===== config.mk =====
export PLATFORM = sky130hd
export DESIGN_NAME = multicycle_controller
export DESIGN_NICKNAME = d
export VERILOG_FILES = /design/src/rtl/multicycle_controller_pkg.sv /design/src/rtl/multicycle_controller_timer.sv /design/src/rtl/multicycle_controller.sv
export SDC_FILE = /design/constraint.sdc
export NUM_CORES = 1
export LEC_CHECK = 0
export CORE_MARGIN = 3
export CORE_UTILIZATION = 30
export CTS_CLUSTER_SIZE = 10
export DETAILED_ROUTE_END_ITERATION = 10
export DONT_BUFFER_PORTS = 1
export HOLD_SLACK_MARGIN = 0.06
export SETUP_SLACK_MARGIN = 0.5
export SYNTH_ARGS = -nofsm -noshare
export SYNTH_HDL_FRONTEND = slang
export SYNTH_HIERARCHICAL = 1
export SYNTH_SLANG_ARGS = --single-unit

===== constraint.sdc =====
create_clock -name clk -period 2.4 [get_ports clk]
set_input_delay 0.48 -clock clk [delete_from_list [all_inputs] [get_ports clk]]
set_output_delay 0.48 -clock clk [all_outputs]
set_load 0.03 [all_outputs]

===== src/rtl/multicycle_controller_pkg.sv =====
// Shared encodings for the multicycle MIPS-subset controller:
// FSM states, opcode/funct values, ALU codes and datapath mux selects.
package multicycle_controller_pkg;

    typedef enum logic [2:0] {
        S_FETCH     = 3'd0,
        S_DECODE    = 3'd1,
        S_EXECUTE   = 3'd2,
        S_MEM       = 3'd3,
        S_WRITEBACK = 3'd4
    } state_e;

    localparam logic [5:0] OP_RTYPE = 6'b000000;
    localparam logic [5:0] OP_LW    = 6'b100011;
    localparam logic [5:0] OP_SW    = 6'b101011;
    localparam logic [5:0] OP_J     = 6'b000010;
    localparam logic [5:0] OP_JAL   = 6'b000011;
    localparam logic [5:0] OP_BNE   = 6'b000101;
    localparam logic [5:0] OP_ADDI  = 6'b001000;
    localparam logic [5:0] OP_XORI  = 6'b001110;

    localparam logic [5:0] FN_ADD = 6'b100000;
    localparam logic [5:0] FN_SUB = 6'b100010;
    localparam logic [5:0] FN_SLT = 6'b101010;
    localparam logic [5:0] FN_JR  = 6'b001000;

    localparam logic [3:0] ALU_ADD = 4'd0;
    localparam logic [3:0] ALU_SUB = 4'd1;
    localparam logic [3:0] ALU_XOR = 4'd2;
    localparam logic [3:0] ALU_SLT = 4'd3;

    localparam logic [1:0] DEST_RD  = 2'd0;
    localparam logic [1:0] DEST_RT  = 2'd1;
    localparam logic [1:0] DEST_R31 = 2'd2;

    localparam logic [1:0] REGIN_ALU = 2'd0;
    localparam logic [1:0] REGIN_DM  = 2'd1;
    localparam logic [1:0] REGIN_PC4 = 2'd2;

    localparam logic [1:0] PC_PLUS4  = 2'd0;
    localparam logic [1:0] PC_BRANCH = 2'd1;
    localparam logic [1:0] PC_JUMP   = 2'd2;
    localparam logic [1:0] PC_RS     = 2'd3;

    function automatic logic is_legal(input logic [5:0] op, input logic [5:0] fn);
        logic ok;
        ok = 1'b0;
        case (op)
            OP_RTYPE: ok = (fn == FN_ADD) || (fn == FN_SUB) ||
                           (fn == FN_SLT) || (fn == FN_JR);
            OP_LW, OP_SW, OP_J, OP_JAL,
            OP_BNE, OP_ADDI, OP_XORI: ok = 1'b1;
            default: ok = 1'b0;
        endcase
        return ok;
    endfunction

    function automatic logic [3:0] rtype_alu(input logic [5:0] fn);
        logic [3:0] a;
        a = ALU_ADD;
        case (fn)
            FN_SUB:  a = ALU_SUB;
            FN_SLT:  a = ALU_SLT;
            default: a = ALU_ADD;
        endcase
        return a;
    endfunction

endpackage


===== src/rtl/multicycle_controller_timer.sv =====
// MEM-state wait counter: counts stalled cycles and flags the cycle
// in which one more stall would reach the configured limit.
module mem_wait_timer
    import multicycle_controller_pkg::*;
#(
    parameter int unsigned LIMIT = 15
) (
    input  logic clk,
    input  logic reset,
    input  logic clear_i,
    input  logic inc_i,
    output logic expired_o
);

    localparam logic [7:0] LAST = 8'(LIMIT - 1);

    logic [7:0] cnt_q;

    // Count stalled MEM cycles; held at zero whenever not waiting in MEM.
    always_ff @(posedge clk) begin
        if (reset || clear_i) begin
            cnt_q <= 8'd0;
        end else if (inc_i) begin
            cnt_q <= cnt_q + 8'd1;
        end
    end

    assign expired_o = inc_i && (cnt_q == LAST);

endmodule


===== src/rtl/multicycle_controller.sv =====
// Five-state multicycle controller with decoded datapath controls,
// memory wait timeout and sticky illegal/timeout fault flags.
module multicycle_controller
    import multicycle_controller_pkg::*;
#(
    parameter int unsigned MEM_TIMEOUT = 15
) (
    input  logic       clk,
    input  logic       reset,
    input  logic [5:0] opcode,
    input  logic [5:0] funct,
    input  logic       zero,
    input  logic       mem_ready,
    output logic       pc_we,
    output logic       ir_we,
    output logic       reg_WE,
    output logic       DM_WE,
    output logic       op_imm,
    output logic       mem_req,
    output logic [3:0] ALU_op,
    output logic [1:0] dest_add,
    output logic [1:0] reg_in,
    output logic [1:0] pc_src,
    output logic [2:0] state,
    output logic       illegal,
    output logic       timeout
);

    state_e     state_q;
    logic [5:0] op_q;
    logic [5:0] fn_q;
    logic       illegal_q;
    logic       timeout_q;
    logic       expired;
    logic       dec_legal;
    logic       dec_jr;

    assign dec_legal = is_legal(opcode, funct);
    assign dec_jr    = (opcode == OP_RTYPE) && (funct == FN_JR);

    mem_wait_timer #(
        .LIMIT(MEM_TIMEOUT)
    ) u_timer (
        .clk      (clk),
        .reset    (reset),
        .clear_i  (state_q != S_MEM),
        .inc_i    ((state_q == S_MEM) && !mem_ready),
        .expired_o(expired)
    );

    // State sequencing, opcode/funct capture and sticky fault flags.
    always_ff @(posedge clk) begin
        if (reset) begin
            state_q   <= S_FETCH;
            op_q      <= 6'd0;
            fn_q      <= 6'd0;
            illegal_q <= 1'b0;
            timeout_q <= 1'b0;
        end else begin
            case (state_q)
                S_FETCH: state_q <= S_DECODE;
                S_DECODE: begin
                    op_q <= opcode;
                    fn_q <= funct;
                    if (!dec_legal) begin
                        illegal_q <= 1'b1;
                        state_q   <= S_FETCH;
                    end else if (opcode == OP_J || opcode == OP_JAL || dec_jr) begin
                        state_q <= S_FETCH;
                    end else begin
                        state_q <= S_EXECUTE;
                    end
                end
                S_EXECUTE: begin
                    if (op_q == OP_LW || op_q == OP_SW) begin
                        state_q <= S_MEM;
                    end else if (op_q == OP_BNE) begin
                        state_q <= S_FETCH;
                    end else begin
                        state_q <= S_WRITEBACK;
                    end
                end
                S_MEM: begin
                    if (mem_ready) begin
                        state_q <= (op_q == OP_LW) ? S_WRITEBACK : S_FETCH;
                    end else if (expired) begin
                        timeout_q <= 1'b1;
                        state_q   <= S_FETCH;
                    end
                end
                S_WRITEBACK: state_q <= S_FETCH;
                default: state_q <= S_FETCH;
            endcase
        end
    end

    // Control decode from the registered state; DECODE looks at the live IR.
    always_comb begin
        pc_we    = 1'b0;
        ir_we    = 1'b0;
        reg_WE   = 1'b0;
        DM_WE    = 1'b0;
        op_imm   = 1'b0;
        mem_req  = 1'b0;
        ALU_op   = ALU_ADD;
        dest_add = DEST_RD;
        reg_in   = REGIN_ALU;
        pc_src   = PC_PLUS4;
        case (state_q)
            S_FETCH: begin
                ir_we = 1'b1;
                pc_we = 1'b1;
            end
            S_DECODE: begin
                if (dec_legal) begin
                    if (opcode == OP_J || opcode == OP_JAL) begin
                        pc_we  = 1'b1;
                        pc_src = PC_JUMP;
                    end
                    if (opcode == OP_JAL) begin
                        reg_WE   = 1'b1;
                        dest_add = DEST_R31;
                        reg_in   = REGIN_PC4;
                    end
                    if (dec_jr) begin
                        pc_we  = 1'b1;
                        pc_src = PC_RS;
                    end
                end
            end
            S_EXECUTE: begin
                case (op_q)
                    OP_RTYPE: ALU_op = rtype_alu(fn_q);
                    OP_ADDI, OP_LW, OP_SW: op_imm = 1'b1;
                    OP_XORI: begin
                        ALU_op = ALU_XOR;
                        op_imm = 1'b1;
                    end
                    OP_BNE: begin
                        ALU_op = ALU_SUB;
                        pc_src = PC_BRANCH;
                        pc_we  = !zero;
                    end
                    default: ;
                endcase
            end
            S_MEM: begin
                mem_req = 1'b1;
                op_imm  = 1'b1;
                DM_WE   = (op_q == OP_SW) && mem_ready;
            end
            S_WRITEBACK: begin
                reg_WE = 1'b1;
                if (op_q != OP_RTYPE) begin
                    dest_add = DEST_RT;
                end
                if (op_q == OP_LW) begin
                    reg_in = REGIN_DM;
                end
            end
            default: ;
        endcase
    end

    assign state   = state_q;
    assign illegal = illegal_q;
    assign timeout = timeout_q;

endmodule


==> summary.md, run 1 <==
| Metric | Value |
|---|---|
| Distinct cells, synth | 46 |
| Skew final | 3.92 ps |
| Ys async rst share | 0% |
| Hold path start | reset |
| Crit path kind | flip-flop to output pin |
| Layout cell share with drive strength beyond 1 | 34.7% |
| Post-layout util | 42.2% |
| Setup slack after layout | 353 ps |
| GRT Util Overall | 13.6% |
| Total wirelength of the detailed-routed design | 3740 um |
| Post-placement setup slack | 342 ps |
| Initial core utilization | 32.0% |
| GR Util met3 | 3.34% |
| Antenna Cells | 0 |
| Synth Warn # | 6 |
| Gr ovfl total | 0 |
| Port bufs | 0 |
| Hold crit path type | input pin to flip-flop |
| Met2 Resource Use GR | 23.4% |
| Worst-path clk slew | 80 ps |
| Core area | 0.00447 sq mm |
| DRT antenna net count | 0 |
| First-pass GRT wire length | 5900 um |
| Worst EP arrival | 1570 ps |
| Fin nets | 221 |
| M1 GR Usage | 17.4% |
| Final critical-path required period | 2050 ps |
| Largest cells by area after synthesis | dfxtp_1 (35%), nand2_1 (9.2%), a21oi_1 (6.6%) |
| Worst hold slack | 272 ps |
| CTS max path bufs | 2 |
| Fill count | 453 |
| Commonest non-fill, non-tap cell in the layout | nand2_1 |
| CP max FO | 8 |
| H-tree depth | 1 |
| CTS Root Cell | clkbuf_8 |
| Register area share after synthesis | 35.0% |
| Area growth, synth to finish | 31.9% |
| Synth top area share | 35.0% |
| CP Capture Point | reg_WE |
| Leak | 0.644 nW |
| CTS buffer count | 3 |
| Fmax | 0.489 GHz |
| Reg2Reg Depth | 7 |
| Worst vdd ir | 0.244 mV |
| Seq cells post-synth | 25 |
| CP endpoint kind | output pin |
| Synth Instances | 185 |
| Synth area leader | dfxtp_1 |
| Reg-to-reg setup timing slack | 540 ps |
| P per Cell Area | 439 mW/mm^2 |
| Placed Area | 0.00160 sq mm |
| Slew Limit Fails | 0 |
| Reg-to-Reg Start | state[1] |
| Final hold violation count | 0 |
| RSZ-0062 raised after global routing | yes |
| Via count | 1361 |
| CTS tree | yes |
| Largest net degree at the start of global routing | 20 |
| Sum Neg Setup Slack | 0 ps |
| CP Launch Type | flip-flop |
| Routed wire per std cell | 14.7 um |
| Die area | 0.00563 sq mm |
| Chip Height | 75.0 um |
| Detail Placement HPWL | 2710 um |
| Final Setup Violations | 0 |
| Synth Cell Area | 0.00143 sq mm |
| RePlAce Congestion | 0.789 |
| Top-Level Pins | 37 |
| Drt via density | 5.36 |
| Ys flop type | dfxtp_1 |
| Maximum Capacitance Violations | 0 |
| Outcome | complete, no violations |
| Commonest cells after routing, fill and taps aside | nand2_1 (31), a21oi_1 (18), buf_4 (18), dfxtp_1 (16), nor2_1 (11) |
| Crit path from | state[0] |
| GR peak layer | met2 |
| Post-route clock period utilization | 85.3% |
| Reg-to-Reg End | state[1] |
| FP Rows | 24 |
| Chip Width | 75.0 um |
| Initial antenna violation count | 0 |
| Worst Path Required | 1920 ps |
| Worst-Skew Late Latency | 260 ps |
| DRT Pass-1 Iters | 4 |
| Drt drc | 0 |
| Fin area | 0.00189 sq mm |
| Initial drt markers | 44 |
| Synth Area per Inst | 7.73 sq um |
| Vias in the first global route | 1244 |
| # clock sinks | 25 |
| Post-synth EDFFs | 0 |
| CTS Hold Bufs | 0 |
through the flow:
step / cells / total power [mW]
after floorplan: 186 / 0.557
after global placement: 238 / 0.572
after detailed placement: 238 / 0.572
after CTS: 246 / 0.833
after global routing: 254 / 0.873
final: 254 / 0.829
cells in the mapped netlist, types with 2 or more instances:
| cell type | number |
|---|---|
| a211oi_1 | 2 |
| a21oi_1 | 19 |
| a31oi_1 | 2 |
| buf_2 | 3 |
| buf_4 | 4 |
| clkbuf_1 | 4 |
| dfxtp_1 | 25 |
| ha_1 | 2 |
| inv_1 | 7 |
| nand2_1 | 35 |
| nand2b_1 | 3 |
| nand3_1 | 4 |
| nand3b_1 | 4 |
| nand4_1 | 6 |
| nor2_1 | 16 |
| nor2b_1 | 2 |
| nor3_1 | 4 |
| nor3b_1 | 3 |
| nor4_1 | 2 |
| nor4b_1 | 2 |
| o21ai_0 | 3 |
| or3_1 | 5 |
| or3b_1 | 2 |
| xnor2_1 | 2 |
| xor2_1 | 3 |
flip-flops by register name, indices dropped and copies added (netlist names):
register and flops:
fn_q 6, state 3, u_timer/cnt_q 8, timeout 1, illegal 1, op_q 6
area by class of cell:
type | count | area [sq um] | share of cell area, %
Sequential cell | 25 | 532 | 28.2
Clock buffer | 4 | 45.0 | 2.39
Tap cell | 52 | 65.1 | 3.45
Multi-Input combinational cell | 142 | 1010 | 53.6
Inverter | 7 | 28.8 | 1.53
Timing Repair Buffer | 24 | 204 | 10.8
routing by layer:
layer | wire length, um | part of all wire, % | up-vias
li1 | - | - | 688
met1 | 1690 | 45 | 645
met2 | 1830 | 49 | 26
met3 | 197 | 5.3 | 2
met4 | 19 | 0.51 | 0
met5 | 0 | 0 | -
critical path, cell delays in order (launching register included):
cell and delay (ps):
dfxtp_4 470, inv_4 70, or4b_4 500, a21oi_4 270
report_power, final:
group / internal (mW) / leakage (nW) / switching [mW] / total (mW)
clock: 0.118 / 0.0228 / 0.121 / 0.240
combinational: 0.0588 / 0.411 / 0.0711 / 0.130
sequential: 0.428 / 0.210 / 0.0310 / 0.459
kinds of logic after synthesis:
| logic type | count (synthesis) | synth area share [%] |
|---|---|---|
| AOI/OAI and AO/OA | 37 | 17.2 |
| xor gates and xnor gates | 5 | 3.06 |
| other | 1 | 0.262 |
| DFF | 25 | 35.0 |
| adders and majority gates | 2 | 1.75 |
| buffers and inverters | 19 | 6.82 |
| and+or+nand+nor | 96 | 35.9 |
worst min-delay path by stage:
stage	slack, ps	endpoint	cells past startpoint
after detailed placement	440	fn_q[5]	2
final	270	op_q[3]	1
after floorplan	430	fn_q[1]	2
after global routing	260	op_q[5]	1
after global placement	440	fn_q[1]	2
after CTS	270	op_q[3]	1
repair_timing:
item                                    in CTS  in global routing
buffers inserted                             4                  8
gates resized for setup                     37                  9
endpoints found under the setup margin      12                 12
pin swaps                                   15                  9
No activity file was read; power rests on OpenSTA's default activity.
==> run 2, diff against run 1 <==
--- a/config.mk
+++ b/config.mk
@@ -5,12 +5,15 @@
 export SDC_FILE = /design/constraint.sdc
 export NUM_CORES = 1
 export LEC_CHECK = 0
+export CELL_PAD_IN_SITES_DETAIL_PLACEMENT = 0
+export CELL_PAD_IN_SITES_GLOBAL_PLACEMENT = 1
 export CORE_MARGIN = 3
 export CORE_UTILIZATION = 30
 export CTS_CLUSTER_SIZE = 10
 export DETAILED_ROUTE_END_ITERATION = 10
 export DONT_BUFFER_PORTS = 1
 export HOLD_SLACK_MARGIN = 0.06
+export PLACE_DENSITY_LB_ADDON = 0.1
 export SETUP_SLACK_MARGIN = 0.5
 export SYNTH_ARGS = -nofsm -noshare
 export SYNTH_HDL_FRONTEND = slang
==> summary.md, run 2 (synthesis gave the netlist of run 1 again) <==
| Metric | Value |
|---|---|
| Outcome | complete, no violations |
| CTS tree | yes |
| Layout Cells excl Fill | 254 |
| Crit path kind | flip-flop to output pin |
| CTS Root Cell | clkbuf_8 |
| CP endpoint kind | output pin |
| Post-route clock period utilization | 84.9% |
| Vias in the first global route | 1307 |
| Total wirelength of the detailed-routed design | 4010 um |
| Initial core utilization | 32.0% |
| Area growth, synth to finish | 33.6% |
| Largest register FFs | 8 |
| Clock Power Share | 29.4% |
| CP max FO | 8 |
| Setup slack after layout | 363 ps |
| Hold path cells | 1 |
| DRT Pass-1 Iters | 4 |
| Max layer used | met4 |
| Largest regs | u_timer/cnt_q x8, fn_q x6, op_q x6 |
| Post-placement setup slack | 375 ps |
| RePlAce Congestion | 0.827 |
| Post-layout util | 42.7% |
| Die area | 0.00563 sq mm |
| Detail Placement HPWL | 2970 um |
| Cell-internal power | 610 uW |
| Commonest non-fill, non-tap cell in the layout | nand2_1 |
| Chip Width | 75.0 um |
| Top-Level Pins | 37 |
| Flop pwr share | 54.1% |
| Routed wire per std cell | 15.8 um |
| Antenna Cells | 0 |
| CTS buffer count | 3 |
| Chip Height | 75.0 um |
| Worst EP arrival | 1560 ps |
| FP Rows | 24 |
| Commonest cells after routing, fill and taps aside | nand2_1 (30), a21oi_1 (18), buf_4 (18), dfxtp_1 (15), nor2_1 (12) |
| Drt drc | 0 |
| DRT antenna net count | 0 |
| Sum Neg Setup Slack | 0 ps |
| Skew final | 3.99 ps |
| Layout cell share with drive strength beyond 1 | 35.6% |
| P per Cell Area | 446 mW/mm^2 |
| Gr ovfl total | 0 |
| Met2 WL | 1890 um |
| GRT Util Overall | 14.6% |
| Maximum Capacitance Violations | 0 |
| Via count | 1380 |
| Biggest register | u_timer/cnt_q |
| Reg2Reg Depth | 7 |
| Leak | 0.662 nW |
| CP Launch Type | flip-flop |
| Initial antenna violation count | 0 |
| Combinational share of power | 16.4% |
| Worst Path Required | 1920 ps |
| Worst hold slack | 265 ps |
| Net Sw Frac | 28.4% |
| Core area | 0.00447 sq mm |
| First-pass GRT wire length | 6310 um |
| NetSw | 241 uW |
| Fin nets | 221 |
| Final Setup Violations | 0 |
| CTS max path bufs | 2 |
| Worst-path clk slew | 90 ps |
| Drt via density | 5.43 |
| Worst-Skew Late Latency | 270 ps |
| Final hold violation count | 0 |
| Inst Count DP | 236 |
| Hold crit path type | input pin to flip-flop |
| Initial drt markers | 55 |
| RSZ-0062 raised after global routing | yes |
| Largest net degree at the start of global routing | 20 |
| # clock sinks | 25 |
| Port bufs | 0 |
| Fmax | 0.491 GHz |
| H-tree depth | 1 |
| Slew Limit Fails | 0 |
| Met1 WL | 1880 um |
| Final critical-path required period | 2040 ps |
| Worst vdd ir | 0.238 mV |
| Wire length on met3 | 229 um |
[run 2: stage by stage]
stage	power [mW]	area (sq um)
final	0.852	1910
after global routing	0.893	1910
after CTS	0.851	1810
after detailed placement	0.577	1590
after global placement	0.575	1590
after floorplan	0.557	1500
[run 2: path summary, 6_finish.rpt]
kind                  from        to  slack, ps
hold / removal       reset  state[0]        260
setup reg to reg  state[2]  state[1]        600
hold reg to reg    fn_q[3]   fn_q[3]        460
setup / recovery  state[0]    reg_WE        360
[run 2: final cells by class]
class                      instances  area [sq um]
inverter                           7          28.8
tap                               52          65.1
sequential                        25           531
clock buffer                       3          41.3
multi-input combinational        142          1040
timing repair buffer              24           198
clock inverter                     1          5.00
fill                             456          2560
[run 2: metal layers]
metal  vias up  global-route usage, %
li1        687                      -
met1       661                   19.2
met2        30                   23.6
met3         2                   4.14
met4         0                   3.56
met5         -                      0
[run 2: worst max-delay path, stage by stage (launching register included)]
cell and delay [ps]:
dfxtp_4 480, inv_4 50, or4b_4 490, a21oi_4 260
[run 2: power groups by stage]
stage / Combinational (mW) / Clock [mW] / Sequential, mW
6_report: 0.140 / 0.251 / 0.461
5_1_grt: 0.153 / 0.276 / 0.464
4_1_cts: 0.129 / 0.264 / 0.459
3_5_place_dp: 0.108 / 0 / 0.469
3_3_place_gp: 0.107 / 0 / 0.468
2_1_floorplan: 0.0968 / 0 / 0.460
[run 2: what timing repair did]
| item | CTS | global route |
|---|---|---|
| hold buffers | 0 | 0 |
| buffers inserted | 7 | 7 |
| setup endpoints to repair | 14 | 16 |
| resized for setup | 39 | 10 |
| pin swaps | 15 | 11 |
| cloned | 0 | 0 |
